`src/rtl/instr_fetch_unit.sv`:
```
// Instruction-fetch initiator for a synchronous ROM: one-cycle read latency tracking,
// PC tagging, a 1-entry hold buffer under decode stall, redirect and out-of-range fault.
module instr_fetch_unit #(
  parameter int unsigned ADDR_WIDTH = 32,
  parameter int unsigned DATA_WIDTH = 32,
  parameter int unsigned ROM_SIZE   = 800,
  parameter int unsigned RESET_PC   = 0
) (
  input  logic                  clk,
  input  logic                  rst_n,
  input  logic                  enable,
  input  logic                  stall,
  input  logic                  redirect_valid,
  input  logic [ADDR_WIDTH-1:0] redirect_pc,
  output logic [ADDR_WIDTH-1:0] rom_addr,
  input  logic [DATA_WIDTH-1:0] rom_q,
  output logic [DATA_WIDTH-1:0] instr,
  output logic [ADDR_WIDTH-1:0] instr_pc,
  output logic                  instr_valid,
  output logic                  fetch_fault
);

  localparam logic [ADDR_WIDTH-1:0] ROM_LIMIT = ADDR_WIDTH'(ROM_SIZE);
  localparam logic [ADDR_WIDTH-1:0] PC_RESET  = ADDR_WIDTH'(RESET_PC);

  logic [ADDR_WIDTH-1:0] pc_q;
  logic                  inflight_v;
  logic [ADDR_WIDTH-1:0] inflight_pc;
  logic                  hold_v;
  logic [DATA_WIDTH-1:0] hold_instr;
  logic [ADDR_WIDTH-1:0] hold_pc;
  logic                  fault_q;

  logic want_fetch;
  logic in_range;
  logic issue;
  logic fault_set;

  assign want_fetch = enable && !stall && !redirect_valid;
  assign in_range   = (pc_q < ROM_LIMIT);
  assign issue      = want_fetch && !fault_q && in_range;
  assign fault_set  = want_fetch && !in_range;

  always_ff @(posedge clk or negedge rst_n) begin
    if (!rst_n) begin
      pc_q        <= PC_RESET;
      inflight_v  <= 1'b0;
      inflight_pc <= '0;
      hold_v      <= 1'b0;
      hold_instr  <= '0;
      hold_pc     <= '0;
      fault_q     <= 1'b0;
    end else if (redirect_valid) begin
      pc_q       <= redirect_pc;
      inflight_v <= 1'b0;
      hold_v     <= 1'b0;
      fault_q    <= 1'b0;
    end else begin
      if (fault_set)
        fault_q <= 1'b1;
      // The ROM word only exists for one cycle; a stalled one is parked in the hold buffer.
      if (issue) begin
        inflight_v  <= 1'b1;
        inflight_pc <= pc_q;
        pc_q        <= pc_q + ADDR_WIDTH'(1);
      end else if (stall && inflight_v) begin
        hold_v     <= 1'b1;
        hold_instr <= rom_q;
        hold_pc    <= inflight_pc;
        inflight_v <= 1'b0;
      end else begin
        inflight_v <= 1'b0;
      end
      if (hold_v && !stall)
        hold_v <= 1'b0;
    end
  end

  always_comb begin
    instr    = '0;
    instr_pc = '0;
    if (hold_v) begin
      instr    = hold_instr;
      instr_pc = hold_pc;
    end else if (inflight_v) begin
      instr    = rom_q;
      instr_pc = inflight_pc;
    end
  end

  assign instr_valid = hold_v | inflight_v;
  assign fetch_fault = fault_q;
  assign rom_addr    = pc_q;

endmodule

```
`config.mk`:
```
export PLATFORM = sky130hd
export DESIGN_NAME = instr_fetch_unit
export DESIGN_NICKNAME = d
export VERILOG_FILES = /design/src/rtl/instr_fetch_unit.sv
export SDC_FILE = /design/constraint.sdc
export NUM_CORES = 1
export LEC_CHECK = 0
export ABC_AREA = 1
export CORE_ASPECT_RATIO = 0.8
export CORE_MARGIN = 8
export CORE_UTILIZATION = 48
export DETAILED_ROUTE_END_ITERATION = 7
export HOLD_SLACK_MARGIN = 0.06
export PLACE_DENSITY_LB_ADDON = 0.1
export SLEW_MARGIN = 10
export SYNTH_ARGS = -nofsm -noshare
export SYNTH_HDL_FRONTEND = slang
export SYNTH_SLANG_ARGS = --single-unit
```
`constraint.sdc`:
```
create_clock -name clk -period 2.03 [get_ports clk]
set_clock_uncertainty 0.2 [all_clocks]
set_input_delay 0.3045 -clock clk [delete_from_list [all_inputs] [get_ports clk]]
set_output_delay 0.3045 -clock clk [all_outputs]
set_load 0.02 [all_outputs]
```
==> flow_summary.ini, run 1 <==
[critical_path]
crit_path_cell_trace = inv_4 > nand2_8 > buf_12 > buf_8 > o21ai_2 > buf_4
reg2reg_to = rom_addr[0]
cp_top_family = buffers and inverters
cp_slowest_cell = dfrtp_2
rrSetupSlack_ns = 0.21
r2r-start = rom_addr[20]
end_kind = output pin
r2r_cells = 9
slowest_delay_ns = 0.44
cp.required_ns = 1.53
critPathBufInv = 4
crit_path_start_kind = register
cp.arrival_ns = 1.60
crit_type = register to output pin
crit_fanout = 7

[logic_synthesis]
synth_cell_types = 21
synth_area_leaders = dfrtp_1, nand2_1, o21ai_0
ys_warn_count = 0
syn_avg_cell_area_um2 = 7.990
synth_nets = 801
synth_area_leader_cell = dfrtp_1
synthCells = 731
synth_top_area_share_pct = 56.13
ys_seq_area_share_pct = 56.13
netlist_area_mm2 = 0.005841
ys_ff_latch = 131

[placed_design]
portBuffers = 166
place_ws_ns = -0.2243
placed_area_mm2 = 0.007896
place.gp.congestion = 0.8188
placed_cells = 1047
dpl.hpwl_mm = 10.72

[detailed_routing]
wl_mm = 16.47
drt_iter0_drc = 390
ant_nets = 0
wl_per_cell_um = 15.19
drc = 0
vias = 5435
vias_per_cell = 5.014
drtPass1Iterations = 5

[sta]
hold_viol = 0
timing_max_transition_violations_final = 0
maxSlewHeadroom_pct = 69.10
rsz0062_at_grt = yes
tns_ns = -0.5320
timing.final.crit_share_pct = 103.8
period_minus_slack_ns = 2.106
max_freq_mhz = 474.8
setup_viol = 13
worst_pin_slew_ns = 0.4634
finalWorstSetupSlack_ns = -0.07620

[grt]
antenna_found_initial = 0
grt_pass1_vias = 5450
grtUsageTotal_pct = 20.38
grt_overflow = 0
grt_pass1_wl_mm = 26.48
grt_max_degree = 79

[cells_and_area]
drive_above_1_share_pct = 22.00
diodes = 0
instances_no_fill = 1084
nets = 989
syn2layout_area_growth_pct = 51.48
stdcell_area_mm2 = 0.008847
final_util_pct = 73.56

[clock_network]
cts_buffer_depth = 2
cts_buffers = 17
cts_tree = yes
clkTransAtPathRegs_ns = 0.05
cts-root-buf = clkbuf_16
clkSinkCount = 131
postCtsSetupRepairBufs = 0
htree_levels = 4
clock_latency_ns = 0.41

[hold_path]
holdCritPathClass = input port to asynchronous set/reset pin

[status]
violations = setup timing
status = finished, violations left

[floorplanning]
die_y_um = 114.7
initial_core_util_pct = 48.56
rows = 36
die_area_mm2 = 0.01598
core_area_mm2 = 0.01203
io-pin-count = 167
die_w_um = 139.3

[run]
cap_violations = 0

[pwr]
power_density_mw_per_mm2 = 736.4
ir_drop_v = 0.0005662
p_leak_nw = 4.436
[how the worst max path moves through the flow]
| stage | from | endpoint | slack, ns | depth (start not counted) |
|---|---|---|---|---|
| final | hold_v | instr_pc[8] | -0.08 | 6 |
| after floorplan | hold_v | instr[0] | 0.29 | 4 |
| after detailed placement | rom_q[10] | instr[10] | -0.22 | 4 |
| after global routing | hold_v | instr_pc[8] | -0.12 | 6 |
| after global placement | rom_q[10] | instr[10] | -0.21 | 4 |
| after CTS | hold_v | instr[2] | -0.12 | 4 |
[cells in the final DEF (no fill, tap or decap), types with 4 or more instances in the layout]
cell type        synthesis  final
inv_1                   72     71
buf_6                    4     40
nand2_1                254    253
o21ai_1                  0      8
clkinvlp_4               0      4
nand3_1                 38     37
buf_4                    1     53
nor2_1                  40     40
dlymetal6s2s_1           0      5
clkdlybuf4s50_1          0     92
o21ai_2                  0     51
dfrtp_1                131    129
clkbuf_16                0     19
buf_12                   0      7
buf_2                    4      4
o21ai_0                140     80
[report_power, final]
| part | switching, W | leakage (nW) | internal (W) | total [W] |
|---|---|---|---|---|
| Sequential | 0.0000757 | 1.66 | 0.00268 | 0.00275 |
| Combinational | 0.000325 | 2.49 | 0.000326 | 0.000652 |
| Clock | 0.00111 | 0.288 | 0.00200 | 0.00311 |
[logic make-up after synthesis]
kind of cell | synth area share, %
AOI/OAI and AO/OA | 12.00
adders and majority gates | 0.2142
and+or+nand+nor | 22.88
DFF | 56.13
xor gates and xnor gates | 0.5999
buffers and inverters | 8.183
[through the flow]
stage	hold slack [ns]	total power (W)
after floorplan	-0.1911	0.003027
after global placement	0.06731	0.003439
after detailed placement	0.07185	0.003452
after CTS	0.2028	0.006560
after global routing	0.2210	0.006750
final	0.2054	0.006515
[cell usage after synthesis (all sizes together)]
master and n:
nand2 256, clkbuf 27, or2 2, ha 1, xnor2 2, o21ai 140, nand3 38, dfrtp 131
inv 75, nand4 1, xor2 2, buf 15, nor2 41
[per-layer routing]
metal  track usage, %  part of all wire, %  vias to the layer above
li1                 -                    -                     2673
met1            24.76                   42                     2573
met2            33.55                   50                      176
met3            7.250                  7.3                       13
met4            6.200                 0.90                        0
met5                0                    0                        -
[sequential cells by signal (all words and copies together), names as in the netlist]
signal,flops
inflight_pc,32
hold_v,1
inflight_v,1
hold_instr,32
fetch_fault,1
hold_pc,32
rom_addr,32
[area by class of cell]
type	count	area [µm²]
repair buffers	211	2163
inverters	75	284.0
clock inverters	12	156.4
flip-flops and latches	131	3281
well taps	152	190.2
multi-input cells	483	2316
fillers	928	3179
clock buffers	20	456.7
[repair_timing]
action / CTS / global route
resized for setup: 397 / 154
gates cloned: 2 / 2
hold endpoints to repair: 131 / 0
hold buffers: 1 / 0
setup endpoints to repair: 68 / 68
(Power assumes the default switching activity.)
==> run 2, diff against run 1 <==
- MAX_ROUTING_LAYER: unset -> met4
- clock period: 2.03 -> 2.35 ns (I/O delays scaled with it)
==> run 2 against run 1 <==
The flow now finishes without violations. Power fell by 17%. Sequential cell count is the same. First-iteration DRC count up 3.3%. Critical path depth is 1 lower. Global-route usage about the same. Combinational power decreased by 18%. Die area did not move. Cell area decreased by 8.6%. Sequential share of layout area rose by 3.5 points. Largest cell class unchanged.
==> flow_summary.ini, run 2 (synthesized netlist as in run 1, its figures left out) <==
[clock_network]
clkTransAtPathRegs_ns = 0.06
htree_levels = 4
cts_tree = yes
cts-root-buf = clkbuf_16
cts_buffer_depth = 2
cts_buffers = 17
clkSinkCount = 131
clock_latency_ns = 0.41

[cells_and_area]
final_util_pct = 67.27
final_cell_mix = nand2_1, dfrtp_1, o21ai_0
syn2layout_area_growth_pct = 38.52
drive_above_1_share_pct = 11.52
multi_input_area_mm2 = 0.002097
instances_no_fill = 1055
layout_commonest_cell = nand2_1
area.sequential_mm2 = 0.003279
diodes = 0
nets = 961
fillers = 1016

[pwr]
ir_drop_v = 0.0005357
finalPower_w = 0.005378
power_density_mw_per_mm2 = 664.7
p_leak_nw = 3.992

[sta]
hold_viol = 0
timing.final.crit_share_pct = 96.92
timing.hold.ws_ns = 0.2699
period_minus_slack_ns = 2.278
max_freq_mhz = 439.1
maxSlewHeadroom_pct = 63.34
rsz0062_at_grt = yes
setup_viol = 0
worst_pin_slew_ns = 0.5498
timing_max_transition_violations_final = 0

[grt]
grt_max_degree = 86
grt_overflow = 0
grt_pass1_vias = 5319
grtUsageTotal_pct = 20.43
antenna_found_initial = 0
grt_pass1_wl_mm = 25.67

[hold_path]
holdCritPathClass = input port to asynchronous set/reset pin

[floorplanning]
io-pin-count = 167
die_w_um = 139.3
die_y_um = 114.7
core_area_mm2 = 0.01203
die_area_mm2 = 0.01598
initial_core_util_pct = 48.56
rows = 36

[detailed_routing]
vias_per_cell = 4.973
drc = 0
vias = 5246
wl_per_cell_um = 14.68
drt_iter0_drc = 403
ant_nets = 0
wl_mm = 15.49
drtPass1Iterations = 5

[placed_design]
placed_cells = 1023
dpl.hpwl_mm = 10.82
portBuffers = 166
place.gp.congestion = 0.8219

[critical_path]
crit_path_start_kind = register
cp.arrival_ns = 1.73
end_kind = output pin
r2r_cells = 7
reg2reg_to = inflight_pc[12]
rrSetupSlack_ns = 0.46
r2r-start = rom_addr[20]
cp.required_ns = 1.80
crit_type = register to output pin
crit_fanout = 23

[run]
cap_violations = 0

[status]
status = completed
[run 2: cell types whose count changed in the layout (fill, tap and decap cells not counted), moves of 5 or more]
| cell | change |
|---|---|
| buf_4 | -41 |
| buf_6 | -38 |
| clkbuf_2 | +33 |
| clkbuf_8 | +6 |
| clkdlybuf4s15_1 | +5 |
| clkdlybuf4s15_2 | +17 |
| clkdlybuf4s50_1 | +8 |
| dlygate4sd2_1 | +5 |
| dlymetal6s2s_1 | -5 |
| o21ai_0 | +48 |
| o21ai_2 | -51 |
[run 2: how the worst max path moves through the flow]
stage	start	endpoint	slack, ns
2_1_floorplan	hold_v	instr[0]	0.56
3_3_place_gp	rom_q[10]	instr[10]	0.03
3_5_place_dp	rom_q[6]	instr[6]	0.02
4_1_cts	hold_v	instr_pc[3]	-0.04
5_1_grt	hold_v	instr[11]	-0.003
6_report	hold_v	instr[11]	0.07
[run 2: per-stage QoR]
stage / setup TNS [ns] / area (µm²) / worst slack [ns]
after floorplan: 0 / 5841 / 0.5570
after global placement: 0 / 7669 / 0.03037
after detailed placement: 0 / 7669 / 0.01640
after CTS: -0.08572 / 8215 / -0.04221
after global routing: -0.002795 / 8090 / -0.002795
final: 0 / 8090 / 0.07242
[run 2: layout make-up]
type	instances	area share, %
inverters	75	3.480
clock buffers	28	6.758
flip-flops and latches	131	40.54
repair buffers	183	20.74
well taps	152	2.351
clock inverters	3	0.2165
multi-input cells	483	25.92
[run 2: worst max-delay path: stages (launching register included)]
cell	delay (ns)
dfrtp_2	0.43
inv_1	0.06
nand2_1	0.08
buf_4	0.22
o21ai_0	0.16
dlygate4sd2_1	0.36
[run 2: where the power goes]
part           switching (W)  total [W]  internal (W)
Combinational       0.000269   0.000532      0.000263
Clock               0.000899    0.00246       0.00157
Sequential         0.0000665    0.00238       0.00232
Total                0.00123    0.00538       0.00414
[run 2: what timing repair did]
item / in CTS / in global routing
hold buffers: 1 / 0
endpoints found under the setup margin: 65 / 57
buffers inserted: 0 / 0
hold endpoints to repair: 56 / 0
resized for setup: 135 / 101
pin swaps: 0 / 0
[run 2: routing by layer]
layer,routed length [µm],track usage (%),vias up
met2,7425,31.73,158
met1,6774,24.60,2468
met5,0,-,-
met3,1069,7.208,18
met4,219,6.637,0
li1,-,-,2602
==> run 3, diff against run 2 <==
- clock period: 2.35 -> 2.33 ns (I/O delays scaled with it)
==> run 3 against run 2 <==
First-iteration DRC count shrank 15%. Sequential power barely moved. Count of clock-buffer cells in the layout fell by 1. Routed wire length down 0.17%.
==> flow_summary.ini, run 3 (synthesized netlist as in run 1, its figures left out) <==
[placed_design]
dpl.hpwl_mm = 10.69
place.gp.congestion = 0.8154
portBuffers = 166
placed_cells = 1022

[detailed_routing]
drtPass1Iterations = 5
vias_per_cell = 4.953
wl_per_cell_um = 14.73
drt_iter0_drc = 342
drc = 0
ant_nets = 0
vias = 5201
wl_mm = 15.46

[floorplanning]
die_y_um = 114.7
core_area_mm2 = 0.01203
rows = 36
io-pin-count = 167
die_area_mm2 = 0.01598
initial_core_util_pct = 48.56
die_w_um = 139.3

[grt]
grt_pass1_wl_mm = 25.68
antenna_found_initial = 0
grt_max_degree = 86
grt_pass1_vias = 5314
grt_overflow = 0
grtUsageTotal_pct = 20.51

[clock_network]
clkTransAtPathRegs_ns = 0.05
cts_buffers = 17
clock_latency_ns = 0.41
htree_levels = 4
cts-root-buf = clkbuf_16
cts_tree = yes
clkSinkCount = 131
cts_buffer_depth = 2

[pwr]
ir_drop_v = 0.0005685
p_leak_nw = 3.960
power_density_mw_per_mm2 = 649.4
finalPower_w = 0.005215

[sta]
worst_pin_slew_ns = 0.5295
maxSlewHeadroom_pct = 64.70
setup_viol = 0
hold_viol = 0
rsz0062_at_grt = yes
max_freq_mhz = 440.9
period_minus_slack_ns = 2.268
timing_max_transition_violations_final = 0
timing.hold.ws_ns = 0.2636
timing.final.crit_share_pct = 97.33

[cells_and_area]
instances_no_fill = 1050
layout_commonest_cell = nand2_1
syn2layout_area_growth_pct = 37.49
nets = 960
fillers = 1028
drive_above_1_share_pct = 10.58
diodes = 0
area.sequential_mm2 = 0.003279
final_cell_mix = nand2_1, o21ai_0, dfrtp_1
multi_input_area_mm2 = 0.002101

[critical_path]
crit_fanout = 23
crit_type = register to output pin
cp.arrival_ns = 1.72
critPathBufInv = 3
cp_top_family = buffers and inverters
cp.required_ns = 1.78
end_kind = output pin
crit_path_cell_trace = inv_1 > nand2_1 > buf_4 > o21ai_0 > dlygate4sd2_1
slowest_delay_ns = 0.42
cp_slowest_cell = dfrtp_2
crit_path_start_kind = register

[status]
status = completed

[run]
cap_violations = 0

[hold_path]
holdCritPathClass = input port to asynchronous set/reset pin
==> run 3: cell count changes in the layout (fill, tap and decap cells not counted), sizes merged <==
cell	previous run	this run
clkinvlp	1	0
dlygate4sd2	8	9
clkinv	2	0
clkbuf	61	59
buf	17	16
clkdlybuf4s15	22	21
dlygate4sd1	2	3
==> run 3: cell type report <==
class / instances / area share, %
clock buffers: 27 / 6.139
inverters: 75 / 3.506
multi-input cells: 483 / 26.16
flip-flops and latches: 131 / 40.84
well taps: 152 / 2.368
repair buffers: 182 / 20.99
==> run 3: final timing paths <==
kind | from | slack, ns | cells past startpoint | endpoint
worst min register to register | hold_pc[5] | 0.28 | 2 | hold_pc[5]
worst max register to register | rom_addr[20] | 0.46 | 8 | inflight_pc[0]
worst max-delay path | hold_v | 0.06 | 5 | instr[7]
max in group asynchronous | rst_n | 1.04 | 3 | hold_v
min in group clk | hold_pc[5] | 0.28 | 2 | hold_pc[5]
worst min-delay path | rst_n | 0.26 | 2 | inflight_pc[9]
==> run 3: report_power, final <==
group / internal, W / switching (W) / leakage (nW) / total [W]
logic: 0.000267 / 0.000273 / 2.06 / 0.000540
registers: 0.00234 / 0.0000659 / 1.66 / 0.00240
clock network: 0.00141 / 0.000861 / 0.239 / 0.00227
==> run 3: per-layer routing <==
| metal | vias to the layer above | part of all wire [%] | wire (µm) | global-route usage (%) |
|---|---|---|---|---|
| met5 | - | 0 | 0 | - |
| met3 | 14 | 5.8 | 893 | 6.708 |
| met4 | 0 | 1.2 | 192 | 5.689 |
| met2 | 145 | 47 | 7247 | 32.90 |
| li1 | 2598 | - | - | - |
| met1 | 2444 | 46 | 7128 | 24.55 |
==> run 3: stage by stage <==
step | TNS [ns] | area, µm² | worst slack, ns | utilization, %
final | 0 | 8030 | 0.06215 | 66.77
after global placement | 0 | 7674 | 0.01572 | 63.81
after CTS | -0.0006055 | 8148 | -0.0006055 | 67.75
after detailed placement | 0 | 7674 | 0.01958 | 63.81
after floorplan | 0 | 5841 | 0.5400 | -
after global routing | -0.001223 | 8030 | -0.0009743 | 66.77
==> run 3: what timing repair did <==
item / in CTS / in global routing
resized for setup: 134 / 98
endpoints found under the hold margin: 51 / 0
cloned: 0 / 0
setup endpoints to repair: 65 / 57
buffers inserted: 0 / 0
hold buffers: 1 / 0
